**src/rtl/hazard_pkg.sv**
```systemverilog
// ============================================================================
// Module : hazard_pkg
// Brief  : Shared FSM encodings and stall-reason codes for the hazard unit.
// Rev    : 1.0  initial release
// ============================================================================
`default_nettype none

package hazard_pkg;

    typedef enum logic [0:0] {
        L_IDLE = 1'b0,
        L_WAIT = 1'b1
    } ld_state_t;

    typedef enum logic [0:0] {
        M_IDLE = 1'b0,
        M_BUSY = 1'b1
    } md_state_t;

    localparam logic [1:0] c_reason_none = 2'b00;
    localparam logic [1:0] c_reason_load = 2'b01;
    localparam logic [1:0] c_reason_md   = 2'b10;
    localparam logic [1:0] c_reason_both = 2'b11;

endpackage

`default_nettype wire

```
**src/rtl/md_tracker.sv**
```systemverilog
// ============================================================================
// Module : md_tracker
// Brief  : Tracks one in-flight mul/div: busy window, done pulse, overlap flag.
// Rev    : 1.0  initial release
// ============================================================================
`default_nettype none

module md_tracker
    import hazard_pkg::*;
#(
    parameter int MD_LAT = 32
) (
    input  logic clk,
    input  logic rst_n,
    input  logic md_start,
    output logic md_busy,
    output logic md_done,
    output logic md_overlap_err
);

    localparam int                c_cnt_w  = $clog2(MD_LAT + 1);
    localparam logic [c_cnt_w-1:0] c_md_lat = c_cnt_w'(MD_LAT);
    localparam logic [c_cnt_w-1:0] c_one    = c_cnt_w'(1);

    md_state_t            r_state;
    md_state_t            w_state_next;
    logic [c_cnt_w-1:0]   r_md_cnt;
    logic [c_cnt_w-1:0]   w_cnt_next;
    logic                 r_done;
    logic                 w_done_next;
    logic                 r_err;

    always_ff @(posedge clk or negedge rst_n) begin
        if (!rst_n) begin
            r_state  <= M_IDLE;
            r_md_cnt <= '0;
            r_done   <= 1'b0;
            r_err    <= 1'b0;
        end else begin
            r_state  <= w_state_next;
            r_md_cnt <= w_cnt_next;
            r_done   <= w_done_next;
            // A second issue while busy is dropped but remembered.
            if (md_start && (r_state == M_BUSY))
                r_err <= 1'b1;
        end
    end

    always_comb begin
        w_state_next = r_state;
        w_cnt_next   = r_md_cnt;
        w_done_next  = 1'b0;
        case (r_state)
            M_IDLE: begin
                if (md_start) begin
                    w_state_next = M_BUSY;
                    w_cnt_next   = c_md_lat;
                end
            end
            M_BUSY: begin
                w_cnt_next = r_md_cnt - c_one;
                if (r_md_cnt == c_one) begin
                    w_state_next = M_IDLE;
                    w_done_next  = 1'b1;
                end
            end
            default: w_state_next = M_IDLE;
        endcase
    end

    assign md_busy        = (r_state == M_BUSY);
    assign md_done        = r_done;
    assign md_overlap_err = r_err;

endmodule

`default_nettype wire

```
**src/rtl/hazard_ctrl.sv**
```systemverilog
// ============================================================================
// Module : hazard_ctrl
// Brief  : Load-use and mul/div interlock, branch flush, stall perf counter.
// Rev    : 1.0  initial release
// ============================================================================
`default_nettype none

module hazard_ctrl
    import hazard_pkg::*;
#(
    parameter int AW       = 5,
    parameter int LOAD_LAT = 1,
    parameter int MD_LAT   = 32,
    parameter int CNT_W    = 16
) (
    input  logic             clk,
    input  logic             rst_n,
    input  logic             id_ex_memread,
    input  logic [AW-1:0]    id_ex_rd,
    input  logic [AW-1:0]    if_id_rs,
    input  logic [AW-1:0]    if_id_rt,
    input  logic             if_id_use_rs,
    input  logic             if_id_use_rt,
    input  logic             if_id_md_use,
    input  logic             md_start,
    input  logic             branch_taken,
    input  logic             cnt_clr,
    output logic             stall,
    output logic             pc_write,
    output logic             if_id_write,
    output logic             id_ex_bubble,
    output logic             if_id_flush,
    output logic [1:0]       stall_reason,
    output logic             md_busy,
    output logic             md_done,
    output logic             md_overlap_err,
    output logic [CNT_W-1:0] stall_cnt
);

    localparam int                c_ld_w     = (LOAD_LAT > 1) ? $clog2(LOAD_LAT) : 1;
    localparam logic [c_ld_w-1:0] c_ld_init  = c_ld_w'(LOAD_LAT - 1);
    localparam logic [c_ld_w-1:0] c_ld_one   = c_ld_w'(1);
    localparam bit                c_multi_ld = (LOAD_LAT > 1);
    localparam logic [CNT_W-1:0]  c_cnt_max  = '1;

    ld_state_t          r_ld_state;
    ld_state_t          w_ld_next;
    logic [c_ld_w-1:0]  r_ld_cnt;
    logic [c_ld_w-1:0]  w_ld_cnt_next;
    logic [AW-1:0]      r_pend_rd;
    logic [AW-1:0]      w_pend_next;
    logic [CNT_W-1:0]   r_stall_cnt;

    logic w_load_hit;
    logic w_pend_used;
    logic w_load_cause;
    logic w_md_cause;
    logic w_stall_ok;
    logic w_stall;
    logic w_flush;

    assign w_load_hit = id_ex_memread && (id_ex_rd != '0) &&
                        ((if_id_use_rs && (if_id_rs == id_ex_rd)) ||
                         (if_id_use_rt && (if_id_rt == id_ex_rd)));

    assign w_pend_used = (if_id_use_rs && (if_id_rs == r_pend_rd)) ||
                         (if_id_use_rt && (if_id_rt == r_pend_rd));

    assign w_load_cause = w_load_hit || ((r_ld_state == L_WAIT) && w_pend_used);
    assign w_md_cause   = md_busy && if_id_md_use;

    // Reset and a taken branch both suppress the interlock; flush wins over stall.
    assign w_stall_ok = rst_n && !branch_taken;
    assign w_stall    = w_stall_ok && (w_load_cause || w_md_cause);
    assign w_flush    = rst_n && branch_taken;

    assign stall        = w_stall;
    assign pc_write     = !w_stall;
    assign if_id_write  = !w_stall;
    assign id_ex_bubble = w_stall || w_flush;
    assign if_id_flush  = w_flush;
    assign stall_reason = w_stall_ok ? {w_md_cause, w_load_cause} : c_reason_none;
    assign stall_cnt    = r_stall_cnt;

    always_ff @(posedge clk or negedge rst_n) begin
        if (!rst_n) begin
            r_ld_state <= L_IDLE;
            r_ld_cnt   <= '0;
            r_pend_rd  <= '0;
        end else begin
            r_ld_state <= w_ld_next;
            r_ld_cnt   <= w_ld_cnt_next;
            r_pend_rd  <= w_pend_next;
        end
    end

    always_comb begin
        w_ld_next     = r_ld_state;
        w_ld_cnt_next = r_ld_cnt;
        w_pend_next   = r_pend_rd;
        if (branch_taken) begin
            w_ld_next = L_IDLE;
        end else begin
            case (r_ld_state)
                L_IDLE: begin
                    // A single-cycle load latency is covered by the hit cycle alone.
                    if (w_load_hit && c_multi_ld) begin
                        w_ld_next     = L_WAIT;
                        w_ld_cnt_next = c_ld_init;
                        w_pend_next   = id_ex_rd;
                    end
                end
                L_WAIT: begin
                    w_ld_cnt_next = r_ld_cnt - c_ld_one;
                    if (r_ld_cnt == c_ld_one)
                        w_ld_next = L_IDLE;
                end
                default: w_ld_next = L_IDLE;
            endcase
        end
    end

    always_ff @(posedge clk or negedge rst_n) begin
        if (!rst_n)
            r_stall_cnt <= '0;
        else if (cnt_clr)
            r_stall_cnt <= '0;
        else if (w_stall && (r_stall_cnt != c_cnt_max))
            r_stall_cnt <= r_stall_cnt + 1'b1;
    end

    md_tracker #(
        .MD_LAT (MD_LAT)
    ) u_md_tracker (
        .clk            (clk),
        .rst_n          (rst_n),
        .md_start       (md_start),
        .md_busy        (md_busy),
        .md_done        (md_done),
        .md_overlap_err (md_overlap_err)
    );

endmodule

`default_nettype wire

```
**config.mk**
```make
export PLATFORM = sky130hd
export DESIGN_NAME = hazard_ctrl
export DESIGN_NICKNAME = d
export VERILOG_FILES = /design/src/rtl/hazard_pkg.sv /design/src/rtl/md_tracker.sv /design/src/rtl/hazard_ctrl.sv
export SDC_FILE = /design/constraint.sdc
export NUM_CORES = 1
export LEC_CHECK = 0
export ABC_AREA = 1
export BUFFER_PORTS_ARGS = -buffer_cell sky130_fd_sc_hd__buf_2
export CAP_MARGIN = 10
export CELL_PAD_IN_SITES_DETAIL_PLACEMENT = 2
export CELL_PAD_IN_SITES_GLOBAL_PLACEMENT = 2
export CORE_UTILIZATION = 30
export CTS_CLUSTER_DIAMETER = 200
export DETAILED_ROUTE_END_ITERATION = 12
export PLACE_DENSITY_LB_ADDON = 0.12
export REMOVE_ABC_BUFFERS = 1
export SYNTH_ARGS = -nofsm -noshare
export SYNTH_HDL_FRONTEND = slang
export SYNTH_SLANG_ARGS = --single-unit
```
**constraint.sdc**
```tcl
create_clock -name clk -period 5.1 [get_ports clk]
set_clock_uncertainty 0.05 [all_clocks]
set_input_delay 0.255 -clock clk [delete_from_list [all_inputs] [get_ports clk]]
set_output_delay 0.255 -clock clk [all_outputs]
set_load 0.01 [all_outputs]
```
==> Yosys cells after proc, flatten, opt, wreduce, memory -nomap -nowiden <==
Index checks and enable logic that the tools add are counted.
W data, S select, Z words.
{ "word_totals": {"romBits": 0, "in_bits": 24, "elab_cells": 55, "reg_bits": 27, "latchBits": 0, "mem_bits_rw": 0, "mem_count": 0, "out_inout_bits": 26} }
{ "op_classes": {"div": 0, "n_bitwise": 2, "order_cmp": 0, "addsub": 3, "reduce_logical": 25, "shifts": 0, "eq_ne": 5, "muxes": 13, "multipliers": 0} }
{ "op_table": {"columns": ["operator", "count"], "rows": [
  ["$mux W16", 2],
  ["$add A16 B1 Y16 const B", 1],
  ["$ne A16 B16 Y1 const B", 1],
  ["$logic_and A1 B1 Y1", 13],
  ["$pmux W6 S2", 1],
  ["$eq A5 B5 Y1", 2],
  ["$logic_not A5 Y1", 2],
  ["$mux W1", 7],
  ["$eq A6 B1 Y1 const B", 1],
  ["$mux W6", 1],
  ["$sub A6 B1 Y6 const B", 1],
  ["$logic_or A1 B1 Y1", 5],
  ["$reduce_bool A5 Y1", 1],
  ["$logic_not A1 Y1", 2],
  ["$mux W2", 1],
  ["$ne A2 B2 Y1 const B", 1],
  ["$not A1 Y1", 2],
  ["$pmux W1 S2", 1],
  ["$reduce_and A2 Y1", 1],
  ["$reduce_bool A2 Y1", 1],
  ["$sub A1 B1 Y1 const B", 1]
]} }

==> Logic depth before layout (Yosys ltp) <==
Gate-level depths: netlist (run 1).
{ "depth": {"word_depth": 10, "mapped_depth": 13} }

==> Cells and area by module <==
Synthesis (run 1) repeated with hierarchy kept, for this count alone.
{ "hier_totals": {"hier_cells": 287, "area_unflattened_um2": 1881.8} }
{ "by_module_without_submodules": {"columns": ["mod", "seq_area_each_um2", "cells_per_inst", "instances", "area_each_um2"], "rows": [
  ["hazard_ctrl", 450.4, 240, 1, 1457.6],
  ["md_tracker", 225.2, 47, 1, 424.2]
]} }

==> Worst setup path after synthesis (run 1) <==
OpenSTA, ideal clock, no wires.
{ "synth_timing": {"path_kind": "register to register", "from": "reg r_stall_cnt[0] (netlist: stall_cnt[0])", "to": "reg r_stall_cnt[5] (netlist: stall_cnt[5])", "required_time_ns": 4.933, "period_less_slack_ns": 1.696, "setup_ns": 0.117, "path_slack_ns": 3.404, "stages_incl_launch_ff": 12, "arrival_ns": 1.529, "n_path_buf": 1, "path_cell_list": "dfrtp_1 ha_1 nand2_1 nor2_1 nand3_1 inv_2 nand4_2 nand3_4 nand2_4 buf_6 nand2_1 nand2_1"} }
{ "synth_via": {"elab_chain_len": 3} }
{ "synth_rtl": {"columns": ["element", "line", "text"], "rows": [
  ["from (decl)", "hazard_ctrl.sv:52", "logic [CNT_W-1:0] r_stall_cnt;"],
  ["from (signal assigned)", "hazard_ctrl.sv:129", "r_stall_cnt <= r_stall_cnt + 1'b1;"],
  ["$add A16 B1 Y16 / $ne A16 B16 Y1 (equally long branches)", "hazard_ctrl.sv:129, hazard_ctrl.sv:128", null],
  ["$mux W16 / $logic_and A1 B1 Y1 (equally long branches)", "hazard_ctrl.sv:128", "else if (w_stall && (r_stall_cnt != c_cnt_max))"],
  ["$mux W16 / $reduce_bool A2 Y1 (equally long branches)", null, null]
]} }
Several ways; a longest one is shown, not always the timed one. The select of a mux whose other input is x is not followed.
A chain may end at the register's enable or synchronous reset.

==> Final worst setup path (run 1) <==
{ "layout_timing": {"from": "in rst_n", "to": "out stall_reason[0]"} }
{ "layout_via": {"elab_chain_len": 2} }
{ "layout_rtl": {"columns": ["element", "line", "text"], "rows": [
  ["from (decl)", "hazard_ctrl.sv:17", "input logic rst_n,"],
  ["$logic_and A1 B1 Y1", "hazard_ctrl.sv:73", "assign w_stall_ok = rst_n && !branch_taken;"],
  ["$mux W2", "hazard_ctrl.sv:82", "assign stall_reason = w_stall_ok ? {w_md_cause, w_load_cause} : c_reason_none;"],
  ["to (decl)", "hazard_ctrl.sv:33", "output logic [1:0] stall_reason,"]
]} }
Every way passes these cells.

==> impl_metrics.env, run 1 <==
export IMPL_status="completed"
export IMPL_drt_iter0_markers=33
export IMPL_grt_max_degree=30
export IMPL_hold_buffers=1
export IMPL_cp_endpoint="stall_reason[0]"
export IMPL_design_portCount=50
export IMPL_place_inst=387
export IMPL_p_leak_nw=1.267
export IMPL_r2r_setup_slack_ns=3.17
export IMPL_fp_dieH_um=79.77
export IMPL_start_util=0.3197
export IMPL_slew_viol_final=0
export IMPL_num_antenna_cells=0
export IMPL_grt_ovfl_total=0
export IMPL_vias=1884
export IMPL_final_cells=392
export IMPL_syn_inst=272
export IMPL_ir_worst_vdd_v=0.0001380
export IMPL_vias_per_cell=4.806
export IMPL_cts_buffer_depth=2
export IMPL_drc=0
export IMPL_reg2reg_depth=10
export IMPL_finalInstanceArea_mm2=0.002170
export IMPL_cts_root_buf="clkbuf_8"
export IMPL_yosys_area_top_type="dfrtp_1"
export IMPL_antenna_found_initial=0
export IMPL_fmax_mhz=406.9
export IMPL_fin_nets=348
export IMPL_synth_seq_cells=27
export IMPL_cts_sinks=27
export IMPL_cts_tree="yes"
export IMPL_synthTopCellsByArea="dfrtp_1 37%, nand2_1 19%, nor2_1 8.1%, nand3_1 7.2%, inv_1 7.0%"
export IMPL_r2r_start="stall_cnt[1]"
export IMPL_worstMarginPinSlew_ns=0.6809
export IMPL_ys_seq_area_frac=0.3724
export IMPL_period_minus_slack_ns=2.457
export IMPL_postCtsSetupBuffers=0
export IMPL_htreeDepth=1
export IMPL_crit_type="in -> out"
export IMPL_path_max_fanout=29
export IMPL_cts_resized_gates=0
export IMPL_first_pass_iters=4
export IMPL_cts_clk_slew_worst_paths_ns=0.10
export IMPL_worstPathArrival_ns=2.15
export IMPL_io_buffer_count=49
export IMPL_final_hold_viol_count=0
export IMPL_report_power_total_mw=0.5575
export IMPL_crit_required_ns=4.80
export IMPL_synth_top_area_share=0.3724
export IMPL_fin_ws_ns=2.643
export IMPL_r2r_end="stall_cnt[14]"
export IMPL_yosysWarnings=0
export IMPL_cp_startpoint="rst_n"
export IMPL_die_area_mm2=0.006362
export IMPL_drv_cap=0
export IMPL_finalCritPeriodShare=0.4818
export IMPL_rsz0062_at_grt="no"
export IMPL_setup_tns_ns=0
export IMPL_dp_final_hpwl_um=4448
export IMPL_finalSetupViolations=0
export IMPL_track_usage=0.1883
export IMPL_hold_path_class="in -> reg"
export IMPL_cp_start_kind="input pin"
export IMPL_gp_congestion=0.7681
export IMPL_postLayoutCoreUtil=0.3823
export IMPL_clk_latency_ns=0.28
export IMPL_dp_slack_ns=2.938
export IMPL_rows=27
export IMPL_ys_types=30
export IMPL_hold_ws_ns=0.2369
export IMPL_grt_pass1_wl_um=9308
export IMPL_cp_end_kind="output port"
export IMPL_powerDensity_mw_per_mm2=257.0
export IMPL_grt_pass1_vias=1958
export IMPL_hp_start="md_start"
export IMPL_area_delta_synth_final_pct=19.59
export IMPL_cts_buffers=3
export IMPL_place_area_mm2=0.002111
export IMPL_slew_headroom=0.5460
export IMPL_syn_area_per_cell_um2=6.670
export IMPL_ant_nets=0
export IMPL_die_w_um=79.77
export IMPL_avgRoutedWirePerCell_um=14.03
export IMPL_drive_gt1_frac=0.2000
export IMPL_totalWireLength_um=5500
export IMPL_core_area_mm2=0.005675
export IMPL_synthesis_area_mm2=0.001814
cells in the final DEF, fill, tap and decap left out, types with 2 or more instances in the layout:
| master | instances |
|---|---|
| a21oi_1 | 2 |
| buf_2 | 49 |
| clkbuf_8 | 3 |
| dfrtp_1 | 27 |
| ha_1 | 3 |
| inv_1 | 34 |
| inv_2 | 4 |
| nand2_1 | 90 |
| nand3_1 | 26 |
| nand4_1 | 3 |
| nor2_1 | 39 |
| nor3_1 | 6 |
| o21ai_0 | 10 |
| o22ai_1 | 2 |
| xnor2_1 | 3 |
| xor2_1 | 5 |
critical path, stage by stage:
cell and delay [ns]:
dlygate4sd3_1 0.52, buf_2 0.55, inv_1 0.10, nor2_1 0.34
inv_1 0.10, a21oi_1 0.13, buf_2 0.15
routing by layer:
layer  track usage  vias to the layer above  wire (um)
met3       0.02286                        4        181
met4       0.03750                        0         34
li1              -                      939          -
met2        0.3299                       34       2580
met5             0                        -          0
met1        0.2479                      907       2704
sequential cells by signal, indices dropped and copies added (netlist names):
name                         cells
r_ld_cnt                         1
r_ld_state                       1
stall_cnt                       16
u_md_tracker.md_busy             1
u_md_tracker.md_done             1
u_md_tracker.md_overlap_err      1
u_md_tracker.r_md_cnt            6
cell families after synthesis:
group,share of synthesized area
xor gates and xnor gates,0.03862
and+or+nand+nor,0.4179
adders and majority gates,0.02069
AOI/OAI and AO/OA,0.04828
buffers and inverters,0.1021
DFF,0.3724
worst min-delay path by stage:
| stage | to | cells after the start |
|---|---|---|
| after CTS | u_md_tracker.md_overlap_err | 3 |
| after detailed placement | stall_cnt[14] | 1 |
| final | u_md_tracker.md_overlap_err | 3 |
| after floorplan | r_ld_cnt | 0 |
| after global routing | u_md_tracker.md_overlap_err | 3 |
| after global placement | stall_cnt[15] | 1 |
synth_stat cells (all sizes together):
cell type	number
nand3	28
clkbuf	2
nand3b	1
nand2	92
xor2	5
xnor2	3
ha	3
o21bai	1
nand4	4
nor3	7
a211oi	1
nor2	39
a21oi	2
dfrtp	27
o21ai	10
clkinv	1
buf	4
inv	38
nor3b	1
o22ai	2
or2	1
final cells by class:
class                           instances  area [um^2]
Tap cell                               72        90.09
Timing Repair Buffer                   50        255.2
Inverter                               39        146.4
Clock inverter                          1        7.507
Multi-Input combinational cell        200        953.4
Clock buffer                            3        41.29
Fill cell                             760         3506
Sequential cell                        27        675.6
power by group:
| part | switching, mW | leakage [nW] | total (mW) | internal, mW |
|---|---|---|---|---|
| combinational | 0.0987 | 0.893 | 0.156 | 0.0570 |
| sequential | 0.0283 | 0.352 | 0.274 | 0.245 |
| clock | 0.0725 | 0.0217 | 0.128 | 0.0556 |
No activity file was read; power rests on OpenSTA's default activity.
==> run 2: changes to the inputs <==
--- a/config.mk
+++ b/config.mk
@@ -10,7 +10,7 @@
 export CAP_MARGIN = 10
 export CELL_PAD_IN_SITES_DETAIL_PLACEMENT = 2
 export CELL_PAD_IN_SITES_GLOBAL_PLACEMENT = 2
-export CORE_UTILIZATION = 30
+export CORE_UTILIZATION = 27
 export CTS_CLUSTER_DIAMETER = 200
 export DETAILED_ROUTE_END_ITERATION = 12
 export PLACE_DENSITY_LB_ADDON = 0.12
==> constraint.sdc (replaced) <==
create_clock -name clk -period 2.3 [get_ports clk]
set_clock_uncertainty 0.05 [all_clocks]
set_input_delay 0.115 -clock clk [delete_from_list [all_inputs] [get_ports clk]]
set_output_delay 0.115 -clock clk [all_outputs]
set_load 0.01 [all_outputs]
==> impl_metrics.env, run 2 (synthesis results as in run 1) <==
export IMPL_status="finished with violations"
export IMPL_violations="design-rule violations"
export IMPL_clk_latency_ns=0.28
export IMPL_htreeDepth=1
export IMPL_num_antenna_cells=0
export IMPL_rows=29
export IMPL_drt_iter0_markers=66
export IMPL_antenna_found_initial=0
export IMPL_n_fill_cell=805
export IMPL_grt_ovfl_total=0
export IMPL_core_area_mm2=0.006422
export IMPL_grt_pass1_wl_um=9356
export IMPL_die_w_um=83.97
export IMPL_cp_end_kind="register"
export IMPL_cts_buffer_depth=2
export IMPL_cts_root_buf="clkbuf_8"
export IMPL_multi_input_area_um2=953.4
export IMPL_fin_nets=350
export IMPL_cts_buffers=3
export IMPL_drive_gt1_frac=0.2019
export IMPL_final_cell_mix="90 x nand2_1, 49 x buf_2, 39 x nor2_1"
export IMPL_fin_ws_ns=0.3547
export IMPL_gp_congestion=0.7650
export IMPL_report_power_total_mw=1.227
export IMPL_seq_area_um2=675.6
export IMPL_slew_headroom=0.7186
export IMPL_slew_viol_final=0
export IMPL_design_portCount=50
export IMPL_path_max_fanout=17
export IMPL_r2r_setup_slack_ns=0.35
export IMPL_cts_clk_slew_worst_paths_ns=0.10
export IMPL_area_delta_synth_final_pct=20.55
export IMPL_dp_final_hpwl_um=4338
export IMPL_period_minus_slack_ns=1.945
export IMPL_vias_per_cell=4.694
export IMPL_finalSetupViolations=0
export IMPL_setup_tns_ns=0
export IMPL_finalCritPeriodShare=0.8458
export IMPL_place_inst=394
export IMPL_finalInstanceArea_mm2=0.002187
export IMPL_fp_dieH_um=83.97
export IMPL_grt_max_degree=29
export IMPL_cp_start_kind="register"
export IMPL_die_area_mm2=0.007051
export IMPL_first_pass_iters=8
export IMPL_avgRoutedWirePerCell_um=13.46
export IMPL_totalWireLength_um=5372
export IMPL_cts_sinks=27
export IMPL_place_area_mm2=0.002132
export IMPL_io_buffer_count=49
export IMPL_ant_nets=0
export IMPL_vias=1873
export IMPL_largest_register_ffs=16
export IMPL_rsz0062_at_grt="no"
export IMPL_powerDensity_mw_per_mm2=561.2
export IMPL_track_usage=0.1644
export IMPL_hold_ws_ns=0.09152
export IMPL_crit_type="reg -> reg"
export IMPL_dp_slack_ns=0.3519
export IMPL_start_util=0.2825
export IMPL_final_common_cell="nand2_1"
export IMPL_final_hold_viol_count=0
export IMPL_grt_pass1_vias=2043
export IMPL_drc=10
export IMPL_ir_worst_vdd_v=0.0002682
export IMPL_hold_path_class="in -> reg"
export IMPL_postLayoutCoreUtil=0.3405
export IMPL_p_leak_nw=1.278
export IMPL_crit_required_ns=2.41
export IMPL_final_cells=399
export IMPL_cts_tree="yes"
export IMPL_worstMarginPinSlew_ns=0.4206
export IMPL_drv_cap=0
export IMPL_fmax_mhz=514.0
export IMPL_worstPathArrival_ns=2.06
[run 2: worst paths after layout]
path | startpoint | end | depth (start not counted)
worst min register to register | r_ld_cnt | r_ld_state | 1
max in group asynchronous | rst_n | stall_cnt[3] | 3
worst max register to register | stall_cnt[0] | stall_cnt[6] | 10
worst max-delay path | stall_cnt[0] | stall_cnt[6] | 10
worst min-delay path | md_start | u_md_tracker.md_overlap_err | 3
min in group asynchronous | rst_n | stall_cnt[12] | 3
[run 2: timing repair]
item | 4_1_cts | 5_1_grt
endpoints found under the hold margin | 27 | 0
buffers inserted | 0 | 0
hold buffers | 1 | 0
gates resized for setup | 0 | 0
[run 2: worst max-delay path: stages, from the launching register on]
cell and delay (ns):
dfrtp_1 0.42, ha_1 0.19, nand2_1 0.09, nor2_1 0.14, nand3_1 0.12, inv_2 0.12, nand4_2 0.12, nand3_4 0.24
nand2_4 0.18, nand2_1 0.10, nand2_1 0.05
[run 2: layer usage]
metal / track usage / up-vias / part of all wire
li1: - / 944 / -
met3: 0.02572 / 2 / 0.034
met4: 0.02821 / 0 / 0.0054
met1: 0.1948 / 895 / 0.45
met2: 0.3130 / 32 / 0.51
met5: 0 / - / 0
[run 2: area by class of cell]
cell class / instances / share of cell area
Multi-Input combinational cell: 200 / 0.4359
Clock buffer: 4 / 0.02059
Tap cell: 77 / 0.04405
Timing Repair Buffer: 52 / 0.1236
Inverter: 39 / 0.06693
Sequential cell: 27 / 0.3089
[run 2: report_power, final]
group	switching, mW	internal (mW)	total (mW)
logic	0.217	0.130	0.347
registers	0.0599	0.544	0.604
clock network	0.152	0.124	0.276
total	0.429	0.798	1.23
==> run 3: changes to the inputs <==
==> constraint.sdc (replaced) <==
create_clock -name clk -period 2 [get_ports clk]
set_clock_uncertainty 0.05 [all_clocks]
set_input_delay 0.1 -clock clk [delete_from_list [all_inputs] [get_ports clk]]
set_output_delay 0.1 -clock clk [all_outputs]
set_load 0.01 [all_outputs]
==> impl_metrics.env, run 3 (synthesis results as in run 1) <==
export IMPL_cts_buffer_depth=2
export IMPL_fmax_mhz=553.8
export IMPL_finalSetupViolations=0
export IMPL_cpPeakStageDelay_ns=0.41
export IMPL_cts_buffers=3
export IMPL_grt_ovfl_total=0
export IMPL_cp_start_kind="register"
export IMPL_fin_nets=354
export IMPL_whs_endpoint="r_ld_state"
export IMPL_track_usage=0.1646
export IMPL_grt_pass1_wl_um=9335
export IMPL_cts_tree="yes"
export IMPL_drc=9
export IMPL_finalCritPeriodShare=0.9028
export IMPL_min_path_cells=4
export IMPL_ir_worst_vdd_v=0.0002935
export IMPL_num_antenna_cells=0
export IMPL_crit_family="simple AND/OR/NAND/NOR gates"
export IMPL_rows=29
export IMPL_worstPathArrival_ns=1.99
export IMPL_status="finished with violations"
export IMPL_r2r_end="stall_cnt[15]"
export IMPL_cp_slowest_cell="dfrtp_1"
export IMPL_path_max_fanout=9
export IMPL_reg2reg_depth=10
export IMPL_design_portCount=50
export IMPL_ant_nets=0
export IMPL_final_cells=403
export IMPL_largest_register_ffs=16
export IMPL_fp_dieH_um=83.97
export IMPL_postLayoutCoreUtil=0.3472
export IMPL_slew_headroom=0.7381
export IMPL_first_pass_iters=8
export IMPL_cts_sinks=27
export IMPL_antenna_found_initial=0
export IMPL_r2r_setup_slack_ns=0.19
export IMPL_worstMarginPinSlew_ns=0.3905
export IMPL_period_minus_slack_ns=1.806
export IMPL_p_leak_nw=1.298
export IMPL_hp_start="branch_taken"
export IMPL_io_buffer_count=49
export IMPL_avgRoutedWirePerCell_um=13.48
export IMPL_core_area_mm2=0.006422
export IMPL_vias_per_cell=4.685
export IMPL_die_w_um=83.97
export IMPL_cts_root_buf="clkbuf_8"
export IMPL_slew_viol_final=0
export IMPL_place_inst=397
export IMPL_gp_congestion=0.7831
export IMPL_powerDensity_mw_per_mm2=645.2
export IMPL_area_delta_synth_final_pct=22.90
export IMPL_critical_path_cell_chain="ha_1, nand2_1, nor2_1, nand3_1, inv_2, nand4_2, nand3_4, buf_4, nand3_1, nand2_1"
export IMPL_htreeDepth=1
export IMPL_clk_latency_ns=0.29
export IMPL_vias=1888
export IMPL_drive_gt1_frac=0.2147
export IMPL_final_hold_viol_count=0
export IMPL_die_area_mm2=0.007051
export IMPL_start_util=0.2825
export IMPL_hold_path_class="in -> reg"
export IMPL_report_power_total_mw=1.438
export IMPL_grt_pass1_vias=2013
export IMPL_cp_end_kind="register"
export IMPL_violations="design-rule violations"
export IMPL_final_common_cell="nand2_1"
export IMPL_dp_final_hpwl_um=4265
export IMPL_r2r_start="stall_cnt[0]"
export IMPL_path_buf_inv=2
export IMPL_crit_type="reg -> reg"
export IMPL_drv_cap=0
export IMPL_totalWireLength_um=5431
export IMPL_cts_clk_slew_worst_paths_ns=0.11
export IMPL_drt_iter0_markers=36
export IMPL_final_cell_mix="90 x nand2_1, 49 x buf_2, 39 x nor2_1"
export IMPL_grt_max_degree=29
export IMPL_crit_required_ns=2.18
==> run 3: where the power goes <==
| part | switching [mW] | leakage, nW | total (mW) | internal (mW) |
|---|---|---|---|---|
| clock network | 0.201 | 0.0217 | 0.344 | 0.142 |
| registers | 0.0647 | 0.352 | 0.690 | 0.626 |
| logic | 0.250 | 0.924 | 0.404 | 0.155 |
==> run 3: routing by layer <==
layer / wire, um / GRT usage / up-vias
met5: 0 / 0 / -
met4: 63 / 0.04859 / 0
met2: 2627 / 0.2958 / 33
li1: - / - / 950
met3: 175 / 0.02275 / 5
met1: 2565 / 0.2033 / 900
==> run 3: what timing repair did <==
action / CTS / global route
endpoints found under the hold margin: 27 / 0
gates resized for setup: 0 / 1
hold buffers: 1 / 0
setup buffers: 0 / 1
setup endpoints to repair: 0 / 16
==> run 3: worst max path at each step <==
stage | start | end | slack, ns | cells past startpoint
4_1_cts | stall_cnt[0] | stall_cnt[13] | 0.14 | 10
3_5_place_dp | stall_cnt[0] | stall_cnt[13] | 0.16 | 10
3_3_place_gp | stall_cnt[0] | stall_cnt[9] | 0.26 | 10
5_1_grt | stall_cnt[0] | stall_cnt[14] | -0.003 | 10
6_report | stall_cnt[0] | stall_cnt[15] | 0.19 | 10
2_1_floorplan | stall_cnt[0] | stall_cnt[0] | 0.32 | 10
==> run 3: area by class of cell <==
cell class / instances / area (um^2)
fillers: 794 / 4193
repair buffers: 56 / 300.3
flip-flops and latches: 27 / 675.6
clock inverters: 1 / 7.507
clock buffers: 3 / 41.29
well taps: 77 / 96.34
multi-input cells: 200 / 962.2
inverters: 39 / 146.4
==> run 3: worst register-to-register path: cells and delay by family, from the launching register on <==
| kind | cells | cell delay (ns) |
|---|---|---|
| AND/OR/NAND/NOR | 7 | 0.79 |
| flip-flops | 1 | 0.41 |
| buffers and inverters | 2 | 0.32 |
| adder cells (fa/ha/maj) | 1 | 0.19 |
==> run 3: stage by stage <==
step	cell area [um^2]	hold WS, ns	TNS [ns]	setup slack, ns
3_5_place_dp	2155	0.1103	0	0.1606
2_1_floorplan	1775	-0.2456	0	0.3204
6_report	2230	0.06329	0	0.1944
3_3_place_gp	2155	0.1074	0	0.2576
4_1_cts	2213	0.05991	0	0.1444
5_1_grt	2230	0.08366	-0.005817	-0.003239
